## config.mk

```make
export PLATFORM = sky130hd
export DESIGN_NAME = mc_control_fsm_flat
export DESIGN_NICKNAME = d
export VERILOG_FILES = /design/src/rtl/mc_control_fsm_if.sv /design/src/rtl/mc_control_fsm.sv /design/src/flat_wrapper.sv
export SDC_FILE = /design/constraint.sdc
export NUM_CORES = 1
export LEC_CHECK = 0
export CORE_ASPECT_RATIO = 0.7
export CORE_UTILIZATION = 43
export DETAILED_ROUTE_END_ITERATION = 6
export GPL_ROUTABILITY_DRIVEN = 0
export GPL_TIMING_DRIVEN = 0
export PLACE_DENSITY = 0.86
export SLEW_MARGIN = 20
export SYNTH_ARGS = -nofsm -noshare
export SYNTH_HDL_FRONTEND = slang
export SYNTH_SLANG_ARGS = --single-unit
```

## constraint.sdc

```tcl
create_clock -name clk -period 2.1 [get_ports clk]
set_clock_uncertainty 0.1 [all_clocks]
set_input_delay 0.315 -clock clk [delete_from_list [all_inputs] [get_ports clk]]
set_output_delay 0.315 -clock clk [all_outputs]
set_load 0.02 [all_outputs]
```

## src/rtl/mc_control_fsm_if.sv

```systemverilog
// Control-path bundle between the main control FSM and the RV32I datapath.
interface mc_control_fsm_if #(
   parameter int BUS_WIDTH = 32
);
   logic [BUS_WIDTH-1:0] inst;
   logic                 mem_ready;
   logic                 branch_taken;
   logic                 load_ir;
   logic                 pc_write;
   logic [1:0]           pc_src;
   logic                 mem_read;
   logic                 mem_write;
   logic                 iord;
   logic                 load_ab;
   logic                 alu_src_a;
   logic [1:0]           alu_src_b;
   logic [1:0]           alu_op;
   logic [1:0]           wb_sel;
   logic                 reg_write;
   logic                 illegal_inst;
   logic [2:0]           state;
   logic [BUS_WIDTH-1:0] instret;

   // Control FSM side
   modport slave (
      input  inst, mem_ready, branch_taken,
      output load_ir, pc_write, pc_src, mem_read, mem_write, iord, load_ab,
             alu_src_a, alu_src_b, alu_op, wb_sel, reg_write, illegal_inst,
             state, instret
   );

   // Datapath side
   modport master (
      output inst, mem_ready, branch_taken,
      input  load_ir, pc_write, pc_src, mem_read, mem_write, iord, load_ab,
             alu_src_a, alu_src_b, alu_op, wb_sel, reg_write, illegal_inst,
             state, instret
   );
endinterface

```

## src/rtl/mc_control_fsm.sv

```systemverilog
// Multi-cycle main control FSM for the RV32I core: fetch/decode/exec/mem/wb
// sequencing, strobe generation, illegal-opcode trap and retire counter.
module mc_control_fsm #(
   parameter int BUS_WIDTH = 32
) (
   input  logic              clk,
   input  logic              rst,
   mc_control_fsm_if.slave   bus
);

   typedef enum logic [2:0] {
      FETCH  = 3'd0,
      DECODE = 3'd1,
      EXEC   = 3'd2,
      MEM    = 3'd3,
      WB     = 3'd4,
      TRAP   = 3'd5
   } state_t;

   localparam logic [6:0] OP_R      = 7'b0110011;
   localparam logic [6:0] OP_IALU   = 7'b0010011;
   localparam logic [6:0] OP_LOAD   = 7'b0000011;
   localparam logic [6:0] OP_STORE  = 7'b0100011;
   localparam logic [6:0] OP_BRANCH = 7'b1100011;
   localparam logic [6:0] OP_JAL    = 7'b1101111;
   localparam logic [6:0] OP_JALR   = 7'b1100111;
   localparam logic [6:0] OP_LUI    = 7'b0110111;
   localparam logic [6:0] OP_AUIPC  = 7'b0010111;

   state_t               state_q, state_d;
   logic                 illegal_q;
   logic [BUS_WIDTH-1:0] instret_q;

   logic [6:0] opcode;
   logic       is_load, is_jump, known_op, retire;
   logic       load_ir, pc_write, mem_read, mem_write, iord, load_ab;
   logic       alu_src_a, reg_write;
   logic [1:0] pc_src, alu_src_b, alu_op, wb_sel;

   assign opcode   = bus.inst[6:0];
   assign is_load  = (opcode == OP_LOAD);
   assign is_jump  = (opcode == OP_JAL) || (opcode == OP_JALR);
   assign known_op = (opcode == OP_R)      || (opcode == OP_IALU)  ||
                     (opcode == OP_LOAD)   || (opcode == OP_STORE) ||
                     (opcode == OP_BRANCH) || (opcode == OP_JAL)   ||
                     (opcode == OP_JALR)   || (opcode == OP_LUI)   ||
                     (opcode == OP_AUIPC);

   // Next-state and strobe decode; reset gates every strobe and the retire pulse
   always_comb begin
      state_d   = state_q;
      retire    = 1'b0;
      load_ir   = 1'b0;
      pc_write  = 1'b0;
      pc_src    = 2'd0;
      mem_read  = 1'b0;
      mem_write = 1'b0;
      iord      = 1'b0;
      load_ab   = 1'b0;
      alu_src_a = 1'b0;
      alu_src_b = 2'd0;
      alu_op    = 2'd0;
      wb_sel    = 2'd0;
      reg_write = 1'b0;
      case (state_q)
         FETCH: begin
            mem_read = 1'b1;
            if (bus.mem_ready) begin
               load_ir  = 1'b1;
               pc_write = 1'b1;
               state_d  = DECODE;
            end
         end
         DECODE: begin
            load_ab = 1'b1;
            state_d = known_op ? EXEC : TRAP;
         end
         EXEC: begin
            case (opcode)
               OP_R: begin
                  alu_op  = 2'd1;
                  state_d = WB;
               end
               OP_IALU: begin
                  alu_op    = 2'd1;
                  alu_src_b = 2'd1;
                  state_d   = WB;
               end
               OP_LUI: begin
                  alu_op    = 2'd2;
                  alu_src_b = 2'd1;
                  state_d   = WB;
               end
               OP_AUIPC: begin
                  alu_src_a = 1'b1;
                  alu_src_b = 2'd1;
                  state_d   = WB;
               end
               OP_LOAD, OP_STORE: begin
                  alu_src_b = 2'd1;
                  state_d   = MEM;
               end
               OP_BRANCH: begin
                  pc_write  = bus.branch_taken;
                  pc_src    = 2'd1;
                  alu_src_a = 1'b1;
                  alu_src_b = 2'd1;
                  state_d   = FETCH;
                  retire    = 1'b1;
               end
               OP_JAL, OP_JALR: begin
                  alu_src_a = (opcode == OP_JAL);
                  alu_src_b = 2'd1;
                  pc_write  = 1'b1;
                  pc_src    = 2'd1;
                  state_d   = WB;
               end
               default: state_d = TRAP;
            endcase
         end
         MEM: begin
            iord      = 1'b1;
            mem_read  = is_load;
            mem_write = !is_load;
            if (bus.mem_ready) begin
               if (is_load) begin
                  state_d = WB;
               end else begin
                  state_d = FETCH;
                  retire  = 1'b1;
               end
            end
         end
         WB: begin
            reg_write = (bus.inst[11:7] != 5'd0);
            wb_sel    = is_load ? 2'd1 : (is_jump ? 2'd2 : 2'd0);
            state_d   = FETCH;
            retire    = 1'b1;
         end
         TRAP:    state_d = TRAP;
         default: state_d = FETCH;
      endcase
      if (rst) begin
         retire    = 1'b0;
         load_ir   = 1'b0;
         pc_write  = 1'b0;
         pc_src    = 2'd0;
         mem_read  = 1'b0;
         mem_write = 1'b0;
         iord      = 1'b0;
         load_ab   = 1'b0;
         alu_src_a = 1'b0;
         alu_src_b = 2'd0;
         alu_op    = 2'd0;
         wb_sel    = 2'd0;
         reg_write = 1'b0;
      end
   end

   // State register, sticky trap flag and wrapping retire counter
   always_ff @(posedge clk) begin
      if (rst) begin
         state_q   <= FETCH;
         illegal_q <= 1'b0;
         instret_q <= '0;
      end else begin
         state_q <= state_d;
         if (state_d == TRAP) illegal_q <= 1'b1;
         if (retire)          instret_q <= instret_q + 1'b1;
      end
   end

   assign bus.load_ir      = load_ir;
   assign bus.pc_write     = pc_write;
   assign bus.pc_src       = pc_src;
   assign bus.mem_read     = mem_read;
   assign bus.mem_write    = mem_write;
   assign bus.iord         = iord;
   assign bus.load_ab      = load_ab;
   assign bus.alu_src_a    = alu_src_a;
   assign bus.alu_src_b    = alu_src_b;
   assign bus.alu_op       = alu_op;
   assign bus.wb_sel       = wb_sel;
   assign bus.reg_write    = reg_write;
   assign bus.illegal_inst = illegal_q;
   assign bus.state        = state_q;
   assign bus.instret      = instret_q;

endmodule

```

## src/flat_wrapper.sv

```systemverilog
// flat-port wrapper written by rule: the top's interface ports become plain ports
module mc_control_fsm_flat 
#(
   parameter int BUS_WIDTH = 32
)
  (clk, rst, bus_inst, bus_mem_ready, bus_branch_taken, bus_load_ir, bus_pc_write, bus_pc_src, bus_mem_read, bus_mem_write, bus_iord, bus_load_ab, bus_alu_src_a, bus_alu_src_b, bus_alu_op, bus_wb_sel, bus_reg_write, bus_illegal_inst, bus_state, bus_instret);
  mc_control_fsm_if #(.BUS_WIDTH(BUS_WIDTH)) bus_i ();
  input  logic clk;
  input  logic rst;
  input wire logic [$bits(bus_i.inst)-1:0] bus_inst;
  input wire logic [$bits(bus_i.mem_ready)-1:0] bus_mem_ready;
  input wire logic [$bits(bus_i.branch_taken)-1:0] bus_branch_taken;
  output wire logic [$bits(bus_i.load_ir)-1:0] bus_load_ir;
  output wire logic [$bits(bus_i.pc_write)-1:0] bus_pc_write;
  output wire logic [$bits(bus_i.pc_src)-1:0] bus_pc_src;
  output wire logic [$bits(bus_i.mem_read)-1:0] bus_mem_read;
  output wire logic [$bits(bus_i.mem_write)-1:0] bus_mem_write;
  output wire logic [$bits(bus_i.iord)-1:0] bus_iord;
  output wire logic [$bits(bus_i.load_ab)-1:0] bus_load_ab;
  output wire logic [$bits(bus_i.alu_src_a)-1:0] bus_alu_src_a;
  output wire logic [$bits(bus_i.alu_src_b)-1:0] bus_alu_src_b;
  output wire logic [$bits(bus_i.alu_op)-1:0] bus_alu_op;
  output wire logic [$bits(bus_i.wb_sel)-1:0] bus_wb_sel;
  output wire logic [$bits(bus_i.reg_write)-1:0] bus_reg_write;
  output wire logic [$bits(bus_i.illegal_inst)-1:0] bus_illegal_inst;
  output wire logic [$bits(bus_i.state)-1:0] bus_state;
  output wire logic [$bits(bus_i.instret)-1:0] bus_instret;
  assign bus_i.inst = bus_inst;
  assign bus_i.mem_ready = bus_mem_ready;
  assign bus_i.branch_taken = bus_branch_taken;
  assign bus_load_ir = bus_i.load_ir;
  assign bus_pc_write = bus_i.pc_write;
  assign bus_pc_src = bus_i.pc_src;
  assign bus_mem_read = bus_i.mem_read;
  assign bus_mem_write = bus_i.mem_write;
  assign bus_iord = bus_i.iord;
  assign bus_load_ab = bus_i.load_ab;
  assign bus_alu_src_a = bus_i.alu_src_a;
  assign bus_alu_src_b = bus_i.alu_src_b;
  assign bus_alu_op = bus_i.alu_op;
  assign bus_wb_sel = bus_i.wb_sel;
  assign bus_reg_write = bus_i.reg_write;
  assign bus_illegal_inst = bus_i.illegal_inst;
  assign bus_state = bus_i.state;
  assign bus_instret = bus_i.instret;
  mc_control_fsm #(.BUS_WIDTH(BUS_WIDTH)) u_core (.clk(clk), .rst(rst), .bus(bus_i));
endmodule
```

Yosys cells after proc, flatten, opt, wreduce, memory -nomap -nowiden
Cells that the tools add are included.
Widths: inputs -> output; s select.
{"block": "op_classes", "addsub": 1, "n_mul": 0, "n_div": 0, "order_cmp": 0, "eq_ne": 15, "shifts": 0, "mux": 43, "bitwise_logic": 0, "reduce_logical": 19}
{"cell": "$add 32x1->32 const B", "count": 1}
{"cell": "$eq 7x6->1 const B", "count": 3}
{"cell": "$eq 7x7->1 const B", "count": 3}
{"cell": "$mux 1", "count": 21}
{"cell": "$mux 2", "count": 10}
{"cell": "$pmux 3 s5", "count": 1}
{"cell": "$eq 7x5->1 const B", "count": 2}
{"cell": "$mux 3", "count": 4}
{"cell": "$eq 3x3->1 const B", "count": 3}
{"cell": "$logic_or 1x1->1", "count": 9}
{"cell": "$pmux 3 s3", "count": 1}
{"cell": "$pmux 1 s2", "count": 4}
{"cell": "$reduce_or 2->1", "count": 4}
{"cell": "$reduce_or 8->1", "count": 1}
{"cell": "$eq 7x2->1 const B", "count": 1}
{"cell": "$eq 3x2->1 const B", "count": 2}
{"cell": "$reduce_or 6->1", "count": 1}
{"cell": "$reduce_bool 5->1", "count": 1}
{"cell": "$pmux 2 s2", "count": 1}
{"cell": "$eq 3x1->1 const B", "count": 1}
{"cell": "$logic_not 3->1", "count": 1}
{"cell": "$pmux 1 s3", "count": 1}
{"cell": "$reduce_or 3->1", "count": 1}
{"cell": "$logic_not 1->1", "count": 1}
{"block": "word_totals", "register_bits": 36, "latchBits": 0, "ramBits": 0, "mem_bits_ro": 0, "word_cells": 81, "memories": 0}

Depth between registers and ports, before layout
Gate-level depths: netlist of the first run.
{"block": "depth", "depth_word": 12, "mapped_depth": 8, "ltp_nobuf": 7}

Least setup slack after synthesis of the first run
Ideal clock, no wire load.
{"block": "synth_timing", "path_type": "reg-to-output", "from": "register u_core.state_q[1], in the netlist u_core.bus.state[1]", "to": "output bus_alu_op[1]", "t_arrival_ns": 1.808, "required_ns": 1.685, "slack_ns": -0.123, "path_stages_with_launch": 4, "n_path_buf": 0, "path_cell_list": "dfxtp_1 > nor3b_2 > nand4_1 > nor4_1"}
{"block": "synth_between", "elab_chain_len": 3}
{"item": "start: declaration", "line_no": "mc_control_fsm.sv:30", "source": "state_t state_q, state_d;"}
{"item": "start signal: assignment", "line_no": "mc_control_fsm.sv:167", "source": "state_q <= state_d;"}
{"item": "$eq 3x2->1", "line_no": "mc_control_fsm.sv:65", "source": "case (state_q)"}
{"item": "$mux 2", "line_no": "mc_control_fsm.sv:65"}
{"item": "$mux 2", "line_no": "mc_control_fsm.sv:143", "source": "if (rst) begin"}
{"item": "end: declaration", "line_no": "flat_wrapper.sv:22", "source": "output wire logic [$bits(bus_i.alu_op)-1:0] bus_alu_op;"}
No other way between the ends.

Final worst setup path of the first run
{"block": "layout_timing", "from": "input bus_inst[2]", "to": "register u_core.instret_q[21], in the netlist u_core.bus.instret[21]"}
{"block": "layout_between", "elab_chain_len": 5}
{"item": "start: declaration", "line_no": "flat_wrapper.sv:10", "source": "input wire logic [$bits(bus_i.inst)-1:0] bus_inst;"}
{"item": "$eq 7x2->1", "line_no": "mc_control_fsm.sv:41", "source": "assign is_load = (opcode == OP_LOAD);"}
{"item": "$mux 1", "line_no": "mc_control_fsm.sv:126", "source": "if (is_load) begin"}
{"item": "$mux 1", "line_no": "mc_control_fsm.sv:125", "source": "if (bus.mem_ready) begin"}
{"item": "$pmux 1 s3 *", "line_no": "mc_control_fsm.sv:65"}
{"item": "$mux 1 *", "line_no": "mc_control_fsm.sv:143"}
{"item": "end signal: assignment", "line_no": "mc_control_fsm.sv:169", "source": "if (retire) instret_q <= instret_q + 1'b1;"}
{"item": "end: declaration", "line_no": "mc_control_fsm.sv:32", "source": "logic [BUS_WIDTH-1:0] instret_q;"}
Every way passes the cells marked *; elsewhere a longest branch is shown, timed or not.
A chain may end at the register's enable or synchronous reset.

==> results, run 1 <==
- Of the available clock period, the critical path in the final layout requires 99.8%.
- For this design the top-level I/O count stands at 88.
- The deepest level of the CTS H-tree is 2.
- By area the synthesized netlist is led by dfxtp_1 (35%), xnor2_1 (8.9%), nor2_1 (6.5%), nor4_1 (3.3%), nand2_1 (2.7%).
- Port buffering added 64 buffers.
- The sequential cell fraction of total power is 50.5%.
- After the first detailed-routing iteration, the DRC count stood at 142.
- The setup-violating endpoint count in the final report is 0.
- The overflow left after global routing is 0.
- The floorplan row count is 20.
- The highest attainable clock frequency is 0.477 GHz.
- The per-cell routed wire length is 15.0 um.
- The starting density of the core is 46.2%.
- The data required time at the worst endpoint is 2170 ps.
- The critical path arrival is 2170 ps.
- The static leakage is 1.14 nW.
- Measured along the x axis, the die boundary spans 84.9 um.
- At the end of the flow the core is filled with cells to 69.2%.
- CTS saw 36 sinks.
- The clock passes through at most 2 buffers.
- The number of slew-limit violations in the final report is 0.
- The largest net degree at the start of global routing is 12.
- The clock-pin transition on the worst setup and hold timing paths is 70 ps.
- The final number of hold-violating endpoints is 0.
- In this run, post-CTS hold repair placed 0 buffers.
- The largest area contributor in the netlist is dfxtp_1.
- The final setup TNS is 0 ps.
- The HPWL after detailed placement is 3.92 mm.
- After the last flow step, the layout net total stands at 373.
- The tree is rooted in a clkbuf_8.
- The synthesized netlist contains 52 unique library cells.
- Dividing the synthesized area by the synthesized cell count gives 8.18 um^2.
- The number of antenna diodes in the final layout is 0.
- For this run, the leading register cell type out of synthesis is dfxtp_1.
- The residual antenna-violating net count after detailed routing is 0.
- The worst-case headroom to the max-slew limit is 62.9%.
- The slew of the pin with the lowest slew margin is 553 ps.
- The fraction of power consumed by the clock network is 36.8%.
- The number of antenna violations at the first check in global routing was 0.
- The wire length of the first global-routing pass is 9.13 mm.
- The area taken by flip-flops and latches is 734 um^2.
- The number of global-route vias before repair was 1,914.
- Of all nets on the critical path, the largest fanout is 8.
- The detailed-route wire length is 5.87 mm.
- The critical path in this run is classified as primary input to flip-flop.
- The total vias in the final route is 2,181.
- The critical path startpoint category is a primary input.
- The core footprint is 4480 um^2.
- The logic depth of the worst register-to-register path is 8.
- The number of max-cap violations is 0.
- The number of design rule violations left after detail routing is 5.
- In this run the power spent charging and discharging nets is 0.366 mW.
- The overall power consumption is 1.39 mW.
- The worst hold-check slack is 402 ps.
- Yosys printed 0 warnings.
- Setup repair after global routing could not meet its margin everywhere.
- The critical path capture point type is a flip-flop.
- TritonCTS built the clock tree.
- The area of the die is 5100 um^2.
- The area overhead of the layout relative to synthesis is 49.7%.
- The checks that failed: DRC.
- The post-route netlist has 24.0% of its cells at a drive strength greater than 1.
- The number of register bits inferred by synthesis is 36.
- The clock period minus final worst setup slack is 2100 ps.
- Sorting the synthesized cells by how often they occur yields dfxtp_1 (36), nor2_1 (36), xnor2_1 (21), nand2_1 (15), nor4_1 (11).
- The run finished, with violations left.
- Counting flops with an async set or reset pin after synthesis yields a share of 0%.
- The cell area after synthesis is 2070 um^2.
- Sequential cells were found to cover 34.8% of the synthesized design area.
- The maximum ir drop on the vdd rail is 0.323 mV.
- The synthesized design contains 0 enable-type register cells.
- Measured along the y axis, the die boundary spans 60.1 um.
- Counting the fill cells in the layout gives 350.
- For this run, the total global-route usage over all layers was measured as 23.0%.
- The first detailed-routing pass took 7 iterations.
- The worst min-delay path category is flip-flop to flip-flop.
- Synthesis handed over a netlist of 253 instances.
- The synthesized design devotes to its leading area cell type 34.8% of total area.
- The power per cell area is 450 nW/um^2.
- The clock latency at the later pin of the worst-skew pair is 300 ps.
- The internal portion of the total power is 1.03 mW.
- The number of vias per cell is 5.56.
- In the final layout, the multi-input gates occupy 1410 um^2.
- The worst hold path stage count is 1.
- In this run, CTS created clock tree buffers numbering 5.
- The relative contribution of combinational cells to total power is 12.7%.
- The switching portion of total power is 26.3%.
## cells by family after synthesis
| group | count (synthesis) | synth area share [%] |
|---|---|---|
| AO/OA/AOI/OAI | 36 | 12.3 |
| other | 1 | 0.181 |
| buffers and inverters | 22 | 5.20 |
| flip-flops | 36 | 34.8 |
| multiplexers | 1 | 0.483 |
| adder cells (fa/ha/maj) | 1 | 0.604 |
| AND/OR/NAND/NOR | 132 | 36.3 |
| XOR/XNOR | 24 | 10.2 |
## area by class of cell
class                   instances  share of cell area, %
repair buffers                 76                   22.1
multi-input cells             196                   45.5
flip-flops and latches         36                   23.7
plain buffers                  11                   2.30
inverters                      10                   1.21
clock inverters                 2                  0.323
well taps                      55                   2.22
clock buffers                   6                   2.66
## worst paths after layout
check / startpoint / to / slack (ps)
worst max register to register: u_core.bus.state[1] / u_core.bus.instret[21] / 40
worst max-delay path: bus_inst[2] / u_core.bus.instret[21] / 4
worst min-delay path: u_core.bus.illegal_inst / u_core.bus.illegal_inst / 400
worst min register to register: u_core.bus.illegal_inst / u_core.bus.illegal_inst / 400
## metrics by stage
step | std cells | cell area, um^2 | worst slack, ps
4_1_cts | 389 | 2970 | 13.9
6_report | 392 | 3100 | 4.01
3_5_place_dp | 373 | 2800 | -714
3_3_place_gp | 373 | 2800 | -690
5_1_grt | 392 | 3100 | -76.3
2_1_floorplan | 254 | 2090 | 40.3
## power by group through the flow
stage / combinational (mW) / sequential [mW] / clock, mW
2_1_floorplan: 0.0896 / 0.721 / 0
3_3_place_gp: 0.174 / 0.713 / 0
3_5_place_dp: 0.178 / 0.714 / 0
4_1_cts: 0.168 / 0.703 / 0.527
5_1_grt: 0.190 / 0.705 / 0.553
6_report: 0.177 / 0.704 / 0.512
## registers in the layout (all words and copies together), names as in the netlist
register                 cells
u_core.bus.illegal_inst      1
u_core.bus.instret          32
u_core.bus.state             3
## metal layers
| metal | wire [um] | share of wire [%] | vias to the layer above | GRT usage [%] |
|---|---|---|---|---|
| met5 | 0 | 0 | - | 0 |
| met4 | 122 | 2.1 | 0 | 9.44 |
| met3 | 298 | 5.1 | 12 | 3.87 |
| met2 | 2680 | 46 | 71 | 37.2 |
| met1 | 2770 | 47 | 1032 | 31.0 |
| li1 | - | - | 1066 | - |
## critical path: stages
cell,delay (ps)
dlygate4sd2_1,250
and4bb_2,320
buf_4,140
a31oi_4,130
o31ai_4,460
buf_4,220
nor4b_4,50
xnor2_1,210
nor2_1,70
## cells in the final DEF, fill, tap and decap left out, types with 6 or more instances in the layout
master	count
clkdlybuf4s50_1	43
nor2_1	34
dfxtp_1	29
xnor2_1	21
buf_4	15
nand2_1	12
a21oi_1	10
inv_1	9
nor3_1	9
nand3_1	9
o21ai_0	8
buf_2	8
and3_1	7
or3_1	7
dlygate4sd2_1	7
nor4_2	6
clkbuf_8	6
## repair_timing
item                       4_1_cts  5_1_grt
pin swaps                        5        3
setup endpoints to repair       36       25
cloned                           1        0
resized for setup               62       40
buffers inserted                 8        3
Note: power is estimated with default switching activity, not from simulation.
==> run 2, diff against run 1 <==
--- a/config.mk
+++ b/config.mk
@@ -5,6 +5,7 @@
 export SDC_FILE = /design/constraint.sdc
 export NUM_CORES = 1
 export LEC_CHECK = 0
+export ABC_AREA = 0
 export CORE_ASPECT_RATIO = 0.7
 export CORE_UTILIZATION = 43
 export DETAILED_ROUTE_END_ITERATION = 6
==> results of run 2 <==
The final DEF is identical to that of run 1; final timing and power are the same.
==> run 3, diff against run 2 <==
--- a/config.mk
+++ b/config.mk
@@ -7,12 +7,12 @@
 export LEC_CHECK = 0
 export ABC_AREA = 0
 export CORE_ASPECT_RATIO = 0.7
-export CORE_UTILIZATION = 43
+export CORE_UTILIZATION = 46
 export DETAILED_ROUTE_END_ITERATION = 6
 export GPL_ROUTABILITY_DRIVEN = 0
 export GPL_TIMING_DRIVEN = 0
-export PLACE_DENSITY = 0.86
-export SLEW_MARGIN = 20
+export PLACE_DENSITY = 0.91
+export SLEW_MARGIN = 15
 export SYNTH_ARGS = -nofsm -noshare
 export SYNTH_HDL_FRONTEND = slang
 export SYNTH_SLANG_ARGS = --single-unit
==> constraint.sdc (replaced) <==
create_clock -name clk -period 2.44 [get_ports clk]
set_clock_uncertainty 0.1 [all_clocks]
set_input_delay 0.366 -clock clk [delete_from_list [all_inputs] [get_ports clk]]
set_output_delay 0.366 -clock clk [all_outputs]
set_load 0.02 [all_outputs]
==> run 3 against run 2 <==
The run now ends clean. Worst hold slack worse by 2.2 ps. Sequential share of layout area up 0.98 points. Combinational power down 14%. Via count down 1.1%. Power down 3.9%. Sequential power down 15%. Global-route usage up 1.9 points. Cell count down 2.3%. Core utilization down 1.6 points. Wire length down 7.4%. First-iteration DRC count up 70%.
==> results, run 3 (same netlist as run 1, synthesis figures left out) <==
- The final net count was 364 (-2.4%).
- The critical path capture point type is a primary output.
- The number of buffers added by the clock tree synthesis step is 5 (unchanged).
- The number of flip-flops in the largest register is 32 (unchanged).
- The data required time at the worst endpoint is 1970 ps (-200 ps).
- The detailed-route wire length is 5.44 mm (-7.4%).
- The number of max-cap violations is 0 (unchanged).
- The area of the die was 4780 um^2 (-6.3%).
- The maximum ir drop on the vdd rail is 0.288 mV (-11%).
- The CTS tree is built.
- The number of design rule violations left after detail routing is 0 (-5).
- The HPWL reported at the end of detailed placement is 3.95 mm (+0.65%).
- The number of antenna violations at the first check in global routing was 0 (unchanged).
- The deepest level of the CTS H-tree is 2 (unchanged).
- The width of the die was 82.2 um (-3.2%).
- The setup-violating endpoint count in the final report is 0 (unchanged).
- The largest net degree at the start of global routing is 12 (unchanged).
- The final number of hold-violating endpoints was 0 (unchanged).
- The slew of the pin with the lowest slew margin is 517 ps (-36.1 ps).
- The power per cell area is 457 nW/um^2 (+1.8%).
- The maximum count of clock buffers along a single path is 2 (unchanged).
- The TritonCTS sink count came to 36 (unchanged).
- The number of vias per cell is 5.63 (+1.2%).
- The total non-filler cell area in the finished layout is 2930 um^2 (-5.6%).
- The number of global-route vias before repair was 1,931 (+0.89%).
- The critical path arrival was 1930 ps (-240 ps).
- The worst path needs 2390 ps of the cycle, external delays included.
- The worst setup path is of the primary input to primary output kind.
- CTS placed an instance of clkbuf_8 at the clock tree root.
- The clock latency at the later pin of the worst-skew pair is 300 ps (about the same).
- The die boundary height came to 58.1 um (-3.2%).
- The maximum fanout along the worst path is 5 (-3).
- The number of slew-limit violations in the final report is 0 (unchanged).
- The post-placement cell count is 373 (unchanged).
- The clock-pin transition on the worst setup and hold timing paths is 70 ps (about the same).
- The detailed-router iteration count before antenna repair came to 5 (-2).
- The area overhead of the layout relative to synthesis is 41.3%.
- The floorplan row count is 20 (unchanged).
- The total placed instance area is 2780 um^2 (-0.45%).
- The number of placed I/O pins is 88 (unchanged).
- The final setup TNS came to 0 ps (unchanged).
- The number of diodes added for antenna fixing was 0 (unchanged).
- The filler-free cell count of the finished design is 383 (-2.3%).
- The share of cells above drive strength 1 is 12.2% (-12 points).
- The core utilization of the finished layout is 67.6% (-1.6 points).
- The overall track demand over capacity in global routing is 24.9% (+1.9 points).
- The overflow left after global routing is 0 (unchanged).
- The static leakage is 1.01 nW (-11%).
- The commonest non-fill, non-tap cell in the layout is clkdlybuf4s50_1.
- The count of input and output buffers is 64 (unchanged).
- The per-cell routed wire length came to 14.2 um (-5.3%).
- The highest attainable clock frequency is 0.418 GHz.
- The residual antenna-violating net count after detailed routing came to 0 (unchanged).
- The starting density of the core is 47.8% (+1.6 points).
- The worst min-delay path category is flip-flop to flip-flop.
- The violation count after the first detailed-route iteration came to 242 (+70%).
- The total vias in the final route is 2,157 (-1.1%).
- The worst-case headroom to the max-slew limit is 65.3% (+2.4 points).
- STA classifies the critical path startpoint as a primary input.
- The top cell types in the final layout, fill and taps aside, are clkdlybuf4s50_1 (49), dfxtp_1 (35), nor2_1 (34), xnor2_1 (21), nand2_1 (14).
- The final critical path takes up 98.2% of the cycle.
- The flow ran to the end, and the final reports show no timing, DRC or antenna violations.
- The core footprint is 4330 um^2 (-3.4%).
- Setup repair after global routing left no endpoint under its margin.
- The wire length of the first global-routing pass is 8.96 mm (-1.8%).
[run 3: worst max-delay path, cell delays in order]
cell,delay [ps]
clkdlybuf4s50_1,410
and4bb_4,360
nand2_2,120
nor2_2,150
and3_1,170
o21a_1,100
clkdlybuf4s15_2,250
[run 3: through the flow]
stage | setup WS (ps) | power, mW | hold slack [ps]
final | 45.0 | 1.34 | 399
after global routing | 8.33 | 1.38 | 427
after CTS | 4.03 | 1.33 | 399
after detailed placement | -448 | 0.764 | 382
after global placement | -439 | 0.762 | 377
after floorplan | 166 | 0.697 | 449
[run 3: power by group]
group / switching, mW / internal, mW / total [mW]
logic: 0.0850 / 0.0674 / 0.152
registers: 0.00717 / 0.594 / 0.601
clock network: 0.224 / 0.361 / 0.585
[run 3: area by class of cell]
type                    instances  area [um^2]
well taps                      55         68.8
repair buffers                 66          634
fillers                       341         1400
flip-flops and latches         36          722
plain buffers                  12         70.1
inverters                      10         37.5
clock inverters                 1         30.0
multi-input cells             196         1270
clock buffers                   7         96.3
[run 3: worst paths after layout]
check | start | end | slack (ps) | cells past startpoint
min reg2reg | u_core.bus.illegal_inst | u_core.bus.illegal_inst | 400 | 1
max | bus_inst[2] | bus_mem_read | 50 | 7
max reg2reg | u_core.bus.state[2] | u_core.bus.instret[24] | 280 | 8
min | u_core.bus.illegal_inst | u_core.bus.illegal_inst | 400 | 1
[run 3: what timing repair did]
| action | CTS | global route |
|---|---|---|
| hold buffers | 0 | 0 |
| pin swaps | 2 | 0 |
| resized for setup | 24 | 14 |
| endpoints found under the setup margin | 11 | 8 |
| buffers inserted | 2 | 0 |
[run 3: layer usage]
| layer | track usage (%) | vias up | routed length, um |
|---|---|---|---|
| met5 | 0 | - | 0 |
| met2 | 37.0 | 87 | 2440 |
| met1 | 32.9 | 1007 | 2490 |
| li1 | - | 1043 | - |
| met3 | 7.09 | 20 | 341 |
| met4 | 12.8 | 0 | 165 |
